==> config.mk <==
export PLATFORM = sky130hd
export DESIGN_NAME = alu_issue_unit
export DESIGN_NICKNAME = d
export VERILOG_FILES = /design/src/rtl/alu_pkg.sv /design/src/rtl/alu_settle_cnt.sv /design/src/rtl/alu_issue_unit.sv
export SDC_FILE = /design/constraint.sdc
export NUM_CORES = 1
export LEC_CHECK = 0
export CORE_MARGIN = 10
export CORE_UTILIZATION = 34
export DETAILED_ROUTE_END_ITERATION = 7
export HOLD_SLACK_MARGIN = 0.08
export PLACE_DENSITY_LB_ADDON = 0.2
export SLEW_MARGIN = 20
export SYNTH_ARGS = -nofsm -noshare
export SYNTH_HDL_FRONTEND = slang
export SYNTH_SLANG_ARGS = --single-unit
==> constraint.sdc <==
create_clock -name clk -period 1.5 [get_ports clk]
set_input_delay 0.3 -clock clk [delete_from_list [all_inputs] [get_ports clk]]
set_output_delay 0.3 -clock clk [all_outputs]
set_load 0.01 [all_outputs]
==> src/rtl/alu_pkg.sv <==
// Shared definitions for the ALU issue unit: widths, flag bit positions,
// FSM state encoding and a flag-packing helper.
package alu_pkg;

    localparam int ALU_W = 4;
    localparam int FS_W  = 3;

    localparam int FLAG_C = 3;
    localparam int FLAG_V = 2;
    localparam int FLAG_N = 1;
    localparam int FLAG_Z = 0;

    typedef enum logic [1:0] {
        ST_IDLE  = 2'd0,
        ST_DRIVE = 2'd1,
        ST_RESP  = 2'd2
    } issue_state_e;

    function automatic logic [3:0] pack_flags(input logic c, input logic v,
                                              input logic n, input logic z);
        logic [3:0] f;
        f         = 4'b0000;
        f[FLAG_C] = c;
        f[FLAG_V] = v;
        f[FLAG_N] = n;
        f[FLAG_Z] = z;
        return f;
    endfunction

endpackage

==> src/rtl/alu_settle_cnt.sv <==
// Loadable down-counter with zero flag; times how long the ALU inputs
// are held before the result is captured.
module alu_settle_cnt #(
    parameter int CW = 4
) (
    input  logic          clk,
    input  logic          rst_n,
    input  logic          i_load,
    input  logic [CW-1:0] i_load_val,
    input  logic          i_dec,
    output logic [CW-1:0] o_cnt,
    output logic          o_zero
);

    logic [CW-1:0] r_cnt;

    // Load has priority; decrement saturates at zero.
    always_ff @(posedge clk or negedge rst_n) begin
        if (!rst_n) begin
            r_cnt <= {CW{1'b0}};
        end else if (i_load) begin
            r_cnt <= i_load_val;
        end else if (i_dec && (r_cnt != {CW{1'b0}})) begin
            r_cnt <= r_cnt - CW'(1);
        end
    end

    assign o_cnt  = r_cnt;
    assign o_zero = (r_cnt == {CW{1'b0}});

endmodule

==> src/rtl/alu_issue_unit.sv <==
// Sequential initiator for an external combinational ALU: command in,
// settle, capture, response out, with an accumulator for chaining.
// Optional sticky overflow flag enabled by defining ALU_ISSUE_STICKY_EN.
module alu_issue_unit
    import alu_pkg::*;
#(
    parameter int W          = ALU_W,
    parameter int SETTLE_CYC = 1,
    parameter int CNT_W      = 8
) (
    input  logic             clk,
    input  logic             rst_n,
    input  logic             cmd_valid,
    output logic             cmd_ready,
    input  logic [W-1:0]     cmd_a,
    input  logic [W-1:0]     cmd_b,
    input  logic [FS_W-1:0]  cmd_fs,
    input  logic             cmd_use_acc,
    output logic [W-1:0]     alu_a,
    output logic [W-1:0]     alu_b,
    output logic [FS_W-1:0]  alu_fs,
    input  logic [W-1:0]     alu_y,
    input  logic             alu_c,
    input  logic             alu_v,
    input  logic             alu_n,
    input  logic             alu_z,
    output logic             rsp_valid,
    input  logic             rsp_ready,
    output logic [W-1:0]     rsp_y,
    output logic [3:0]       rsp_flags,
`ifdef ALU_ISSUE_STICKY_EN
    input  logic             sticky_clr,
    output logic             sticky_v,
`endif
    output logic [W-1:0]     acc,
    output logic [CNT_W-1:0] op_count
);

    localparam logic [3:0] SETTLE_LD = 4'(SETTLE_CYC - 1);

    issue_state_e     r_state;
    issue_state_e     w_state_nxt;
    logic             r_cmd_ready;
    logic             r_rsp_valid;
    logic [W-1:0]     r_alu_a;
    logic [W-1:0]     r_alu_b;
    logic [FS_W-1:0]  r_alu_fs;
    logic [W-1:0]     r_rsp_y;
    logic [3:0]       r_rsp_flags;
    logic [W-1:0]     r_acc;
    logic [CNT_W-1:0] r_op_count;

    logic             w_accept;
    logic             w_capture;
    logic             w_retire;
    logic             w_cnt_dec;
    logic             w_cnt_zero;
    logic [3:0]       w_cnt;

    alu_settle_cnt #(.CW(4)) u_settle (
        .clk        (clk),
        .rst_n      (rst_n),
        .i_load     (w_accept),
        .i_load_val (SETTLE_LD),
        .i_dec      (w_cnt_dec),
        .o_cnt      (w_cnt),
        .o_zero     (w_cnt_zero)
    );

    // Next-state decode and the three per-edge events: accept, capture, retire.
    always_comb begin
        w_state_nxt = r_state;
        w_accept    = 1'b0;
        w_capture   = 1'b0;
        w_retire    = 1'b0;
        w_cnt_dec   = 1'b0;
        case (r_state)
            ST_IDLE: begin
                if (cmd_valid) begin
                    w_accept    = 1'b1;
                    w_state_nxt = ST_DRIVE;
                end else begin
                    w_state_nxt = ST_IDLE;
                end
            end
            ST_DRIVE: begin
                w_cnt_dec = 1'b1;
                if (w_cnt_zero) begin
                    w_capture   = 1'b1;
                    w_state_nxt = ST_RESP;
                end else begin
                    w_state_nxt = ST_DRIVE;
                end
            end
            ST_RESP: begin
                if (rsp_ready) begin
                    w_retire    = 1'b1;
                    w_state_nxt = ST_IDLE;
                end else begin
                    w_state_nxt = ST_RESP;
                end
            end
            default: begin
                w_state_nxt = ST_IDLE;
            end
        endcase
    end

    // State, handshake flags and datapath registers.
    always_ff @(posedge clk or negedge rst_n) begin
        if (!rst_n) begin
            r_state     <= ST_IDLE;
            r_cmd_ready <= 1'b1;
            r_rsp_valid <= 1'b0;
            r_alu_a     <= {W{1'b0}};
            r_alu_b     <= {W{1'b0}};
            r_alu_fs    <= {FS_W{1'b0}};
            r_rsp_y     <= {W{1'b0}};
            r_rsp_flags <= 4'b0000;
            r_acc       <= {W{1'b0}};
            r_op_count  <= {CNT_W{1'b0}};
        end else begin
            r_state     <= w_state_nxt;
            r_cmd_ready <= (w_state_nxt == ST_IDLE);
            r_rsp_valid <= (w_state_nxt == ST_RESP);
            if (w_accept) begin
                r_alu_a  <= cmd_use_acc ? r_acc : cmd_a;
                r_alu_b  <= cmd_b;
                r_alu_fs <= cmd_fs;
            end
            if (w_capture) begin
                r_rsp_y     <= alu_y;
                r_rsp_flags <= pack_flags(alu_c, alu_v, alu_n, alu_z);
            end
            // Accumulator updates as IDLE resumes, so a chained command sees it.
            if (w_retire) begin
                r_acc      <= r_rsp_y;
                r_op_count <= r_op_count + CNT_W'(1);
            end
        end
    end

`ifdef ALU_ISSUE_STICKY_EN
    logic r_sticky_v;

    // Sticky overflow: a capture with V set wins over a simultaneous clear.
    always_ff @(posedge clk or negedge rst_n) begin
        if (!rst_n) begin
            r_sticky_v <= 1'b0;
        end else if (w_capture && alu_v) begin
            r_sticky_v <= 1'b1;
        end else if (sticky_clr) begin
            r_sticky_v <= 1'b0;
        end
    end

    assign sticky_v = r_sticky_v;
`endif

    assign cmd_ready = r_cmd_ready;
    assign rsp_valid = r_rsp_valid;
    assign alu_a     = r_alu_a;
    assign alu_b     = r_alu_b;
    assign alu_fs    = r_alu_fs;
    assign rsp_y     = r_rsp_y;
    assign rsp_flags = r_rsp_flags;
    assign acc       = r_acc;
    assign op_count  = r_op_count;

endmodule
==> results.md, run 1 <==
* Critical Path Sink Type: output port
* Worst Skew at between 5 and 6 ps
* DP Cell Count at ~250
* Vias per cell at 4.73
* Synthesized area per cell at ~12 sq um
* Fmax at 0.693 GHz
* Final Worst Setup Slack at approximately 56 ps
* Largest net degree at the start of global routing at 24
* Diode count at 0
* Yosys reg bits at 39
* Max-slew violations at 0
* GRT Util Overall at 11.0%
* IO buf count at 56
* Commonest non-fill, non-tap cell in the layout: dfrtp_1
* Synth Warn # at 0
* Die width at slightly below 90 um
* Vias in the first global route at approximately 1300
* # IOs at 57
* Post-synthesis net count at 161
* Die area at around 8000 sq um
* Max-slew headroom at between 70% and 80%
* WL final at roughly 4 mm
* Root Buffer Master: clkbuf_8
* Final antenna-violating net count at 0
* Slowest stage cell on the critical path: clkdlybuf4s50_1
* Starting DRT DRC Count at 55
* Post-route insts no fill at between 200 and 300
* Dominant cell type by area after synthesis: dfrtp_1
* Largest fanout on the critical path at 1
* Setup WS pre-CTS at -140 ps
* Placed cell areas at between 2000 and 2500 sq um
* Crit-path cells: clkdlybuf4s50_1
* Fillers at between 400 and 500
* Routability cong. at between 0.8 and 0.9
* Crit path kind: flop to output port
* DPL Wire Length at about 3.1 mm
* Synth top area share at between 50 and 60%
* Delay-heaviest family, CP: buffers and inverters
* Starting Density at about a third
* CP startpoint kind: flop
* Final Instance Area at between 2000 and 2500 sq um
* Final Cycle Share at approximately 96%
* Hold crit path type: input port to async pin
* Library cells used by synthesis at 33
* First-pass GRT wire length at 6.53 mm
* Initial antenna violation count at 0
* Total number of vias at between 1000 and 1500
* CTS tree: done
* Finish-stage setup viols at 0
* Top area cells in the synthesized netlist: dfrtp_1 (58%), mux2_2 (10%), nand2_1 (4.3%), mux2i_1 (2.4%), a21oi_1 (2.1%)
* H-tree depth at 2
* Clock tree buffer depth at 2
* Die height at 89.5 um
* # DRC at 0
* Slew @ Worst Pin at approximately 420 ps
* Core Rows at 25
* Synth Cell Area at around 1600 sq um
* Gr ovfl total at 0
* Total CTS buffers at 5
* Cells after synthesis at between 100 and 150
* Nets@finish at 230
* Area grow syn2layout at 47.3%
* Worst IR Drop VDD at around 0.9 mV
* Buf/Inv on CP at 1
* Worst-path clk slew at around 80 ps
* WP data arrival at about 1100 ps
* CP max stage delay at around 530 ps
* 1st-pass router iterations at 4
* Most frequent cells in the layout: dfrtp_1 (36), dlygate4sd2_1 (29), clkdlybuf4s50_1 (23)
* Worst Path Required at 1200 ps
* P_leak at 1.19 nW
* Worst skew pair latency at 290 ps
* Layout cells sized above 1 at 22.0%
* Power Dens Cells at 1860 nW/um^2
* Wire length per cell at 15.4 um
* Fin crit period at roughly 1400 ps
* Unrepaired setup endpoints after global routing: no
* Max Cap Violations at 0
* Outcome: complete, no violations
* Seq/Total Area, Yosys at between 50% and 60%
* Fin. Hold Viols at 0
* Core area at 4690 sq um
* # clock sinks at 39
## per-layer routing
layer  part of all wire [%]  wire length (um)  track usage (%)
met1                     37              1480             11.4
met2                     53              2120             18.0
met3                    8.0               321             6.11
met4                    1.8                70             4.77
met5                      0                 0                0
## cell usage after synthesis, drive strengths merged
cell / n
nand2: 19
nor4: 1
nor3b: 2
o21ai: 3
a311oi: 1
mux2: 15
or3b: 1
nand4: 2
nand3b: 2
nor2b: 1
dfstp: 1
xor2: 4
nand3: 3
ha: 2
clkbuf: 2
o31ai: 1
dfrtp: 38
mux2i: 4
a41o: 1
a211oi: 1
a21oi: 7
nor2: 7
xnor2: 3
and3b: 1
a21bo: 1
inv: 3
a21o: 2
nand2b: 1
buf: 4
nor3: 2
## what timing repair did
action | 4_1_cts | 5_1_grt
endpoints found under the hold margin | 16 | 0
endpoints found under the setup margin | 29 | 13
pin swaps | 0 | 1
resized for setup | 30 | 9
cloned | 0 | 0
setup buffers | 1 | 2
hold buffers | 1 | 0
## worst paths after layout
path                                                from                       endpoint  slack [ps]  cells after the start
max in group asynchronous                          rst_n            cmd_ready$_DFF_PN1_         500                      3
min                                                rst_n        op_count[5]$_DFFE_PN0P_         460                      2
max                                  rsp_valid$_DFF_PN0_                      rsp_valid          60                      1
min reg2reg                      op_count[7]$_DFFE_PN0P_        op_count[7]$_DFFE_PN0P_         480                      1
min in group clk                 op_count[7]$_DFFE_PN0P_        op_count[7]$_DFFE_PN0P_         480                      1
max reg2reg                u_settle.o_cnt[1]$_DFFE_PN0P_  u_settle.o_cnt[0]$_DFFE_PN0P_          80                      5
## state kept, by name (all words and copies together) (netlist names)
register	flops
acc	4
alu_a	4
alu_b	4
alu_fs	3
cmd_ready	1
op_count	8
r_state	2
rsp_flags	4
rsp_valid	1
rsp_y	4
u_settle.o_cnt	4
## power by group
| group | internal, mW | switching [mW] | total, mW |
|---|---|---|---|
| Combinational | 1.10 | 0.915 | 2.01 |
| Clock | 0.326 | 0.354 | 0.680 |
| Sequential | 1.51 | 0.317 | 1.83 |
| Total | 2.93 | 1.59 | 4.52 |
## logic make-up after synthesis
kind of cell | synth area share [%]
AND/OR/NAND/NOR | 13.7
flip-flops | 59.4
multiplexers | 12.7
AO/OA/AOI/OAI | 6.62
buffers and inverters | 2.28
XOR/XNOR | 3.73
adder cells (fa/ha/maj) | 1.52
## layout make-up
| type | count | area, sq um | share of cell area (%) |
|---|---|---|---|
| clock buffer | 7 | 76.3 | 3.15 |
| clock inverter | 1 | 5.00 | 0.207 |
| inverter | 3 | 11.3 | 0.465 |
| multi-input combinational | 87 | 651 | 26.9 |
| sequential | 39 | 980 | 40.4 |
| tap | 54 | 67.6 | 2.79 |
| timing repair buffer | 68 | 632 | 26.1 |
## stage by stage
stage | setup TNS, ps | utilization [%] | hold slack, ps | power, mW
after floorplan | 0 | - | 4.41 | 2.85
after global placement | -962 | 49.4 | 249 | 3.96
after detailed placement | -1560 | 49.4 | 264 | 4.02
after CTS | 0 | 50.8 | 478 | 4.49
after global routing | 0 | 51.6 | 489 | 4.88
final | 0 | 51.6 | 464 | 4.52
No activity file was read; power rests on OpenSTA's default activity.
==> run 2: changes to the inputs <==
HOLD_SLACK_MARGIN = 0.05   (was 0.08)
==> results of run 2 <==
Same layout as run 1: the final DEF is identical, and so are final timing and power.
